`config.mk`:
```
export PLATFORM = sky130hd
export DESIGN_NAME = instr_fetch_unit_flat
export DESIGN_NICKNAME = d
export VERILOG_FILES = /design/src/rtl/instr_fetch_unit_pkg.sv /design/src/rtl/instr_fetch_unit_if.sv /design/src/rtl/instr_fetch_unit_fifo.sv /design/src/rtl/instr_fetch_unit.sv /design/src/flat_wrapper.sv
export SDC_FILE = /design/constraint.sdc
export NUM_CORES = 1
export LEC_CHECK = 0
export BUFFER_PORTS_ARGS = -buffer_cell sky130_fd_sc_hd__clkbuf_2
export CELL_PAD_IN_SITES_DETAIL_PLACEMENT = 2
export CELL_PAD_IN_SITES_GLOBAL_PLACEMENT = 2
export CORE_ASPECT_RATIO = 1.1
export CORE_MARGIN = 2
export CORE_UTILIZATION = 35
export DETAILED_ROUTE_END_ITERATION = 8
export HOLD_SLACK_MARGIN = 0.02
export PLACE_DENSITY_LB_ADDON = 0.1
export REMOVE_ABC_BUFFERS = 1
export SETUP_SLACK_MARGIN = 0.1
export SYNTH_ARGS = -nofsm -noshare
export SYNTH_HDL_FRONTEND = slang
export SYNTH_SLANG_ARGS = --single-unit
```
`constraint.sdc`:
```
create_clock -name clk -period 5.3 [get_ports clk]
set_clock_uncertainty 0.1 [all_clocks]
set_input_delay 0.265 -clock clk [delete_from_list [all_inputs] [get_ports clk]]
set_output_delay 0.265 -clock clk [all_outputs]
set_load 0.02 [all_outputs]
```
`src/rtl/instr_fetch_unit_pkg.sv`:
```
// Shared types and constants for the instruction fetch front end.
// - fetch_state_e : fetch FSM states (IDLE, REQ, DROP)
// - fetch_entry_t : one prefetch buffer entry {pc, instr}
// - DEFAULT_RESET_PC / DEFAULT_FIFO_DEPTH : default parameter values
// - align_word    : forces an address onto a 32-bit word boundary
package instr_fetch_unit_pkg;

  typedef enum logic [1:0] {
    IDLE = 2'd0,
    REQ  = 2'd1,
    DROP = 2'd2
  } fetch_state_e;

  typedef struct packed {
    logic [31:0] pc;
    logic [31:0] instr;
  } fetch_entry_t;

  localparam logic [31:0] DEFAULT_RESET_PC   = 32'h0000_0000;
  localparam int          DEFAULT_FIFO_DEPTH = 2;

  // Branch targets may carry junk in the two low bits; fetch is word based.
  function automatic logic [31:0] align_word(input logic [31:0] addr);
    return addr & 32'hFFFF_FFFC;
  endfunction

endpackage

```
`src/rtl/instr_fetch_unit_if.sv`:
```
// Bus bundle between the fetch unit and its neighbours.
// - imem_*     : instruction memory read handshake (req/ack, addr, rdata)
// - instr_*    : decoded-side valid/ready stream {instrCode, instr_pc}
// - redirect*  : branch/jump redirect pulse and target from execute
// Modport master is the fetch unit; slave is the memory/decode/execute side.
interface instr_fetch_unit_if;

  logic        imem_req;
  logic [31:0] imem_addr;
  logic        imem_ack;
  logic [31:0] imem_rdata;

  logic        instr_valid;
  logic        instr_ready;
  logic [31:0] instrCode;
  logic [31:0] instr_pc;

  logic        redirect;
  logic [31:0] redirect_pc;

  modport master (
    output imem_req, imem_addr, instr_valid, instrCode, instr_pc,
    input  imem_ack, imem_rdata, instr_ready, redirect, redirect_pc
  );

  modport slave (
    input  imem_req, imem_addr, instr_valid, instrCode, instr_pc,
    output imem_ack, imem_rdata, instr_ready, redirect, redirect_pc
  );

endinterface

```
`src/rtl/instr_fetch_unit_fifo.sv`:
```
// Small synchronous prefetch FIFO of fetch_entry_t.
// - clk, reset_n  : clock and synchronous active-low reset
// - push/push_entry : write one entry at the tail
// - pop           : drop the head entry
// - flush         : empty the FIFO, dominant over push and pop
// - head_entry/head_valid : combinational view of the head (zero when empty)
// - count         : number of stored entries (0..DEPTH)
module instr_fetch_unit_fifo
  import instr_fetch_unit_pkg::*;
#(
  parameter int DEPTH = DEFAULT_FIFO_DEPTH
) (
  input  logic                     clk,
  input  logic                     reset_n,
  input  logic                     push,
  input  fetch_entry_t             push_entry,
  input  logic                     pop,
  input  logic                     flush,
  output fetch_entry_t             head_entry,
  output logic                     head_valid,
  output logic [$clog2(DEPTH):0]   count
);

  localparam int PTR_W = $clog2(DEPTH);
  localparam int CNT_W = PTR_W + 1;

  fetch_entry_t     storage [DEPTH];
  logic [PTR_W-1:0] wr_ptr;
  logic [PTR_W-1:0] rd_ptr;
  logic             do_push;
  logic             do_pop;

  // Guard against overfilling or popping empty so the pointers can never
  // drift apart from count, even if a caller misbehaves.
  assign do_push    = push && (int'(count) < DEPTH);
  assign do_pop     = pop && (count != '0);
  assign head_valid = (count != '0);
  assign head_entry = head_valid ? storage[rd_ptr] : '0;

  // Entry storage needs no reset: nothing is visible until count says so.
  always_ff @(posedge clk) begin
    if (do_push && !flush) begin
      storage[wr_ptr] <= push_entry;
    end
  end

  // DEPTH is a power of two, so the pointers wrap naturally.
  always_ff @(posedge clk) begin
    if (!reset_n || flush) begin
      wr_ptr <= '0;
      rd_ptr <= '0;
      count  <= '0;
    end else begin
      if (do_push) begin
        wr_ptr <= wr_ptr + PTR_W'(1);
      end
      if (do_pop) begin
        rd_ptr <= rd_ptr + PTR_W'(1);
      end
      case ({do_push, do_pop})
        2'b10:   count <= count + CNT_W'(1);
        2'b01:   count <= count - CNT_W'(1);
        default: count <= count;
      endcase
    end
  end

endmodule

```
`src/rtl/instr_fetch_unit.sv`:
```
// Instruction fetch front end of the single-issue RV32I core.
// - clk, reset_n : core clock, synchronous active-low reset
// - bus (master) : imem req/ack read port, decode valid/ready stream,
//                  redirect pulse + target from execute
// Owns the fetch PC, keeps at most one memory read outstanding, buffers
// returned words in a prefetch FIFO and discards wrong-path fetches on a
// redirect (a read already in flight is finished in DROP and thrown away).
module instr_fetch_unit
  import instr_fetch_unit_pkg::*;
#(
  parameter logic [31:0] RESET_PC   = DEFAULT_RESET_PC,
  parameter int          FIFO_DEPTH = DEFAULT_FIFO_DEPTH
) (
  input  logic               clk,
  input  logic               reset_n,
  instr_fetch_unit_if.master bus
);

  fetch_state_e                 state;
  logic [31:0]                  fetch_pc;
  logic [31:0]                  drop_target;
  logic [$clog2(FIFO_DEPTH):0]  fifo_count;
  logic                         push;
  logic                         pop;
  logic                         flush;
  logic                         head_valid;
  logic                         space_now;
  logic                         space_after_push;
  fetch_entry_t                 push_entry;
  fetch_entry_t                 head_entry;

  // Only REQ results are kept, and a redirect in the same cycle wins.
  assign push       = (state == REQ) && bus.imem_ack && !bus.redirect;
  assign pop        = head_valid && bus.instr_ready;
  assign flush      = bus.redirect;
  assign push_entry = '{pc: fetch_pc, instr: bus.imem_rdata};

  // Occupancy seen after this cycle's push/pop; a new request is issued
  // only when its result is guaranteed a free slot.
  assign space_now        = int'(fifo_count) < FIFO_DEPTH;
  assign space_after_push = (int'(fifo_count) + 1 - int'(pop)) < FIFO_DEPTH;

  // fetch_pc only moves when a read completes, so during DROP it still
  // holds the stale address of the read being finished.
  assign bus.imem_req    = (state == REQ) || (state == DROP);
  assign bus.imem_addr   = fetch_pc;
  assign bus.instr_valid = head_valid;
  assign bus.instrCode   = head_entry.instr;
  assign bus.instr_pc    = head_entry.pc;

  instr_fetch_unit_fifo #(
    .DEPTH(FIFO_DEPTH)
  ) u_fifo (
    .clk        (clk),
    .reset_n    (reset_n),
    .push       (push),
    .push_entry (push_entry),
    .pop        (pop),
    .flush      (flush),
    .head_entry (head_entry),
    .head_valid (head_valid),
    .count      (fifo_count)
  );

  // Fetch FSM and PC. A redirect overrides everything; if a read is still
  // waiting for its ack the target is parked in drop_target until the stale
  // read completes, so the memory never sees two outstanding requests.
  always_ff @(posedge clk) begin
    if (!reset_n) begin
      state       <= IDLE;
      fetch_pc    <= RESET_PC;
      drop_target <= '0;
    end else if (bus.redirect) begin
      case (state)
        IDLE: begin
          fetch_pc <= align_word(bus.redirect_pc);
          state    <= REQ;
        end
        REQ, DROP: begin
          if (bus.imem_ack) begin
            fetch_pc <= align_word(bus.redirect_pc);
            state    <= REQ;
          end else begin
            drop_target <= align_word(bus.redirect_pc);
            state       <= DROP;
          end
        end
        default: state <= IDLE;
      endcase
    end else begin
      case (state)
        IDLE: begin
          if (space_now) begin
            state <= REQ;
          end
        end
        REQ: begin
          if (bus.imem_ack) begin
            fetch_pc <= fetch_pc + 32'd4;
            state    <= space_after_push ? REQ : IDLE;
          end
        end
        DROP: begin
          if (bus.imem_ack) begin
            fetch_pc <= drop_target;
            state    <= REQ;
          end
        end
        default: state <= IDLE;
      endcase
    end
  end

endmodule

```
`src/flat_wrapper.sv`:
```
// flat-port wrapper written by rule: the top's interface ports become plain ports
module instr_fetch_unit_flat import instr_fetch_unit_pkg::*;
#(
  parameter logic [31:0] RESET_PC   = DEFAULT_RESET_PC,
  parameter int          FIFO_DEPTH = DEFAULT_FIFO_DEPTH
)
  (clk, reset_n, bus_imem_req, bus_imem_addr, bus_instr_valid, bus_instrCode, bus_instr_pc, bus_imem_ack, bus_imem_rdata, bus_instr_ready, bus_redirect, bus_redirect_pc);
  instr_fetch_unit_if bus_i ();
  input  logic clk;
  input  logic reset_n;
  output wire logic [$bits(bus_i.imem_req)-1:0] bus_imem_req;
  output wire logic [$bits(bus_i.imem_addr)-1:0] bus_imem_addr;
  output wire logic [$bits(bus_i.instr_valid)-1:0] bus_instr_valid;
  output wire logic [$bits(bus_i.instrCode)-1:0] bus_instrCode;
  output wire logic [$bits(bus_i.instr_pc)-1:0] bus_instr_pc;
  input wire logic [$bits(bus_i.imem_ack)-1:0] bus_imem_ack;
  input wire logic [$bits(bus_i.imem_rdata)-1:0] bus_imem_rdata;
  input wire logic [$bits(bus_i.instr_ready)-1:0] bus_instr_ready;
  input wire logic [$bits(bus_i.redirect)-1:0] bus_redirect;
  input wire logic [$bits(bus_i.redirect_pc)-1:0] bus_redirect_pc;
  assign bus_imem_req = bus_i.imem_req;
  assign bus_imem_addr = bus_i.imem_addr;
  assign bus_instr_valid = bus_i.instr_valid;
  assign bus_instrCode = bus_i.instrCode;
  assign bus_instr_pc = bus_i.instr_pc;
  assign bus_i.imem_ack = bus_imem_ack;
  assign bus_i.imem_rdata = bus_imem_rdata;
  assign bus_i.instr_ready = bus_instr_ready;
  assign bus_i.redirect = bus_redirect;
  assign bus_i.redirect_pc = bus_redirect_pc;
  instr_fetch_unit #(.RESET_PC(RESET_PC), .FIFO_DEPTH(FIFO_DEPTH)) u_core (.clk(clk), .reset_n(reset_n), .bus(bus_i));
endmodule
```
======== Yosys cells after proc, flatten, opt, wreduce, memory -nomap -nowiden ========
Memory sizes are Yosys's and may differ from the RTL's. A register that Yosys moved wholly into a read port is not among the register bits.
Index checks and enable logic that the tools add are counted.
cells by class
  add/subtract/negate cells ............... 7
  multiplexer cells ....................... 20
  $lt $le $gt $ge ......................... 2
  equal/unequal tests ..................... 9
  reduce and logical (&&, ||, !) cells .... 18
  bitwise operators ....................... 1
operators with widths
  cell                                                          number
  2-to-1 mux 32 bit                                             4
  one-hot mux 32 bit (2 select lines)                           2
  2-to-1 mux 64 bit                                             1
  adder 32 x 3 -> 32 bit (second input constant)                1
  less-than comparator 32 x 3 -> 1 bit (second input constant)  1
  subtractor 32 x 2 -> 32 bit                                   1
  2-to-1 mux 2 bit                                              5
  != test 3 bit (second input constant)                         3
  one-hot mux 2 bit (2 select lines)                            2
  logical AND 1 bit                                             6
  one-hot mux 2 bit (3 select lines)                            1
  AND reduction 3 bit                                           2
  2-to-1 mux 1 bit                                              5
  AND reduction 5 bit                                           1
  equality test 2 x 1 -> 1 bit (second input constant)          2
  equality test 2 bit (second input constant)                   2
  nonzero test 2 bit                                            2
  adder 2 x 1 -> 3 bit (second input constant)                  1
  != test 3 x 1 -> 1 bit (second input constant)                1
  != test 3 x 2 -> 1 bit (second input constant)                1
  nonzero test 3 bit                                            1
  adder 1 bit (second input constant)                           2
  adder 2 x 1 -> 2 bit (second input constant)                  1
  zero test 1 bit                                               2
  6 further kinds                                               7
word-level totals
  memories kept ........................... 1
  memory bits (writable) .................. 128
  input port bits ......................... 69
  register bits after elaboration ......... 68
memory list
  memory                 depth  width  read ports  clocked after Yosys merged registers in  write ports  RTL line                     text
  u_core.u_fifo.storage  2      64     1           1                                        1            instr_fetch_unit_fifo.sv:27  fetch_entry_t storage [DEPTH];

======== Depth between registers and ports, before layout ========
  word-level depth ........................ 8
  depth in mapped cells ................... 12

======== Modules after synthesis ========
A second synthesis with hierarchy kept.
unflattened totals
  cell total of the unflattened synthesis .. 782
  area, all modules ....................... 8598.2 sq um
modules (own cells, without submodules)
  module                 cells an instance  sequential area each (sq um)  instances  area each (sq um)
  instr_fetch_unit_fifo  295                3943.8                        1          5028.6
  instr_fetch_unit       487                1241.2                        1          3569.7

======== Worst setup path after synthesis ========
No wires, ideal clock.
  path kind ............................... input -> register
  start ................................... input port bus_redirect
  end ..................................... memory u_core.u_fifo.storage[0][0] in the netlist's numbering (enable)
  stages .................................. 7
  data arrival time ....................... 3.719 ns
  setup slack ............................. 0.999 ns
  data required time ...................... 4.718 ns
  library setup time ...................... 0.482 ns
  cells stage by stage .................... buf_2 > inv_1 > clkbuf_1 > nand3_1 > nor2_1 > inv_1 > nor2_1
between the ends
  word-level cells in the longest chain between the ends .. 6
ends and longest elaborated chain
  element                                     RTL line                                             text
  from (decl)                                 flat_wrapper.sv:19                                   input wire logic [$bits(bus_i.redirect)-1:0] bus_redirect;
  zero test 1 bit (*)                         instr_fetch_unit_fifo.sv:42, instr_fetch_unit.sv:33
  logical AND 1 bit                           instr_fetch_unit.sv:33                               assign push = (state == REQ) && bus.imem_ack && !bus.redirect;
  logical AND 1 bit                           instr_fetch_unit_fifo.sv:35                          assign do_push = push && (int'(count) < DEPTH);
  logical AND 1 bit (*)                       instr_fetch_unit_fifo.sv:42                          if (do_push && !flush) begin
  2-to-1 mux 1 bit (*)                        instr_fetch_unit_fifo.sv:42
  2-to-1 mux 1 bit (not written as such) (*)  instr_fetch_unit_fifo.sv:43                          storage[wr_ptr] <= push_entry;
  to (decl)                                   instr_fetch_unit_fifo.sv:27
Mark *: on every way between the ends. The rest lies on a longest branch, timed or not.

======== Worst setup path in the final report ========
  start ................................... register u_core.state[0]
  end ..................................... register u_core.fetch_pc[20] (netlist: u_core.bus.imem_addr[20])
between the ends
  word-level cells in the longest chain between the ends .. 4
  elaborated cells on any way between the ends .. 13
ends and longest elaborated chain
  element                                                                    RTL line                                        text
  from (decl)                                                                instr_fetch_unit.sv:19                          fetch_state_e state;
  from (signal assigned)                                                     instr_fetch_unit.sv:100                         state <= space_after_push ? REQ : IDLE;
  equality test 2 bit or equality test 2 x 1 -> 1 bit (tied branches)        instr_fetch_unit.sv:74, instr_fetch_unit.sv:91
  OR reduction 2 bit                                                         instr_fetch_unit.sv:74                          case (state)
  != test 3 x 1 -> 1 bit (no source line), or another cell as far along      --
  AND reduction 5 bit (no source line) or 2-to-1 mux 32 bit (tied branches)  --
  to (signal assigned)                                                       instr_fetch_unit.sv:76                          fetch_pc <= align_word(bus.redirect_pc);
  to (signal assigned)                                                       instr_fetch_unit.sv:81                          fetch_pc <= align_word(bus.redirect_pc);
  to (signal assigned)                                                       instr_fetch_unit.sv:99                          fetch_pc <= fetch_pc + 32'd4;
  to (decl)                                                                  instr_fetch_unit.sv:20                          logic [31:0] fetch_pc;
Several ways; a longest one is shown, not always the timed one.
A chain may end at the register's enable or synchronous reset.

==> results.md <==
* Seq cells post-synth at 191
* Largest family of logic cells by synthesized area: simple AND/OR/NAND/NOR gates
* Most frequent cells in the layout: clkbuf_2, edfxtp_1, nand2_1
* Multiplexer share of the synthesized area at 8.27%
* Cell variety after synth at 64
* Mean Syn Cell Area at 10.7 um^2
* Final nets at 1090
* Clock sink count at 191
* Hold Crit Class: input port to flop
* First DRT Iteration DRCs at 356
* Ys async rst share at 0%
* Setup TNS at 0 ps
* Post-synth EDFFs at 124
* Root Buffer Master: clkbuf_16
* Die span in y at 169 um
* Largest net degree at the start of global routing at 65
* Reg clk slew, reported paths at 80 ps
* Final Wtd Congestion at 0.777
* Hold Vio Cnt, Final at 0
* Synth Area in Adders at 1.82%
* Area delta synth->final at 27.0%
* Required @ worst endpoint at 5500 ps
* Compound-Gate Fraction of Synth Area at 10.8%
* Top-level I/O count at 167
* Critical path type: flop to flop
* Initial core utilization at 35.4%
* Commonest non-fill, non-tap cell in the layout: clkbuf_2
* Routed Wire Length at 27.4 mm
* Synth Area in Simple Gates at 16.0%
* Synthesized instance count at 809
* Area of the multi-input gates at 3330 um^2
* Vias per cell at 5.28
* CTS Buf Count at 17
* CTS max path bufs at 2
* Num rows at 60
* Number of global-route vias before repair at 7578
* Avg WL per Cell at 20.6 um
* Worst-skew pair later-pin latency at 440 ps
* Syn. warnings at 0
* Main synth FF type: edfxtp_1
* Share of cells above drive strength 1 at 21.6%
* Max Slew Vio Count at 0
* Post-detail-place hpwl at 17.7 mm
* CTS tree: done
* CP Data Arrival Time at 3080 ps
* Fmax at 0.348 GHz
* Global-route wire length before repair at 43.4 mm
* Dpl ws at 2090 ps
* Die area at 26000 um^2
* Slew Limit Headroom at 36.8%
* Routed Antenna Nets at 0
* Setup Viol. Count Final at 0
* Drt drc at 0
* Worst VDD drop at 191 uV
* Max Fanout on Critical Path at 16
* RSZ-0062 raised after global routing: false
* Total of max-cap violations at 0
* Congestion Overflow GR at 0
* CTS resizes at 0
* Sequential area share after synthesis at 58.6%
* Flop-to-flop setup slack at 2430 ps
* Power Density at 323 nW/um^2
* Total GRT Usage at 21.5%
* Core ar. at 24400 um^2
* I/O Buffers at 160
* Die Wd at 154 um
* Slew @ Worst Pin at 946 ps
* Finished Layout Cells at 1332
* Outcome: finished clean
* XOR/XNOR Fraction of Synth Area at 1.12%
* Fin crit share at 54.2%
* CP Capture Type: flop
* Drt first pass iters at 4
* Synth Cell Area at 8640 um^2
* Post-Route Utilization at 45.0%
* Initial antenna violation count at 0
* Final WS setup at 2430 ps
* Ant. Diodes at 0
* Minimum clock period at 2870 ps
* Storage element area at 5070 um^2
* Pleak at 3.98 nW
* FILL cells at 2540
* Post-Place Cells at 1238
* Via count at 7027
* Startpoint types: flop
* Clock H-tree levels at 4
==> through the flow <==
step                hold WS, ps  instance area, um^2  total power [mW]
floorplan                   264                 8420              2.01
global placement            337                 9750              2.19
detailed placement          351                 9750              2.22
CTS                         215                11000              3.58
global route                263                11000              3.69
finish                      216                11000              3.55
==> cells in the mapped netlist, drive strengths merged (2+ instances only) <==
cell type | n | share of area [%]
edfxtp | 124 | 43
nand2 | 109 | 4.7
nor2 | 99 | 4.3
mux2i | 68 | 7.9
dfxtp | 67 | 16
a21oi | 60 | 3.5
o21ai | 41 | 2.4
clkbuf | 39 | 1.7
nand3 | 24 | 1.4
buf | 18 | 1.0
o211ai | 17 | 1.5
nand4 | 14 | 1.3
inv | 13 | 0.56
ha | 11 | 1.6
and3 | 9 | 0.65
nand2b | 9 | 0.65
nor3 | 7 | 0.54
xnor2 | 6 | 0.61
o22ai | 5 | 0.36
or4 | 5 | 0.48
xor2 | 5 | 0.51
nor4 | 4 | 0.54
a2bb2oi | 3 | 0.30
a31oi | 3 | 0.22
and2 | 3 | 0.22
mux2 | 3 | 0.39
nor2b | 3 | 0.22
nor3b | 3 | 0.26
o2111ai | 3 | 0.30
or2 | 3 | 0.22
a211oi | 2 | 0.17
a221oi | 2 | 0.20
and4 | 2 | 0.20
o21a | 2 | 0.17
o311ai | 2 | 0.20
o31ai | 2 | 0.17
o41ai | 2 | 0.20
or3 | 2 | 0.14
==> power by group <==
group	internal, mW	switching [mW]
logic	0.172	0.287
clock network	0.679	0.642
registers	1.67	0.0997
total	2.52	1.03
==> sequential cells by signal, summed over array words and instances, names as in the netlist, named ones only <==
register,count
u_core.drop_target,30
u_core.u_fifo.rd_ptr,1
u_core.state,2
u_core.u_fifo.wr_ptr,1
u_core.u_fifo.count,2
u_core.bus.imem_addr,30
u_core.u_fifo.storage,124
==> worst paths after layout <==
kind	startpoint	endpoint	cells past startpoint
worst max register to register	u_core.state[0]$_SDFFE_PN0P_	u_core.bus.imem_addr[20]$_SDFFE_PN0P_	8
worst min register to register	u_core.drop_target[27]$_SDFFE_PN0P_	u_core.drop_target[27]$_SDFFE_PN0P_	2
worst max-delay path	u_core.state[0]$_SDFFE_PN0P_	u_core.bus.imem_addr[20]$_SDFFE_PN0P_	8
worst min-delay path	bus_instr_ready	u_core.u_fifo.rd_ptr$_SDFFE_PP0P_	4
==> critical path, cell delays in order (launching register included) <==
cell and delay [ps]:
dfxtp_1 400, inv_1 100, ha_1 400, mux2_2 410, a2bb2oi_1 560, buf_4 380, or4_1 150, mux2_2 140
o311ai_1 90
==> what timing repair did <==
| action | 4_1_cts | 5_1_grt |
|---|---|---|
| endpoints found under the hold margin | 96 | 0 |
| buffers inserted | 0 | 0 |
| hold buffers | 62 | 0 |
==> cell families after synthesis <==
| family | count (synthesis) |
|---|---|
| AND/OR/NAND/NOR | 298 |
| flip-flops | 191 |
| AO/OA/AOI/OAI | 155 |
| multiplexers | 71 |
| buffers and inverters | 70 |
| adder cells (fa/ha/maj) | 12 |
| XOR/XNOR | 11 |
| other | 1 |
==> per-layer routing <==
layer  part of all wire [%]  global-route usage [%]  vias up
met3                    2.9                    2.59       17
li1                       -                       -     3318
met4                   0.95                    5.16        0
met2                     52                    39.3      144
met1                     45                    27.1     3548
met5                      0                       0        -
==> area by class of cell <==
| class | instances | area share [%] |
|---|---|---|
| Clock buffer | 18 | 3.91 |
| Clock inverter | 14 | 1.61 |
| Inverter | 13 | 0.445 |
| Multi-Input combinational cell | 551 | 30.3 |
| Sequential cell | 191 | 46.2 |
| Tap cell | 310 | 3.54 |
| Timing Repair Buffer | 235 | 14.0 |
(Power assumes the default switching activity.)
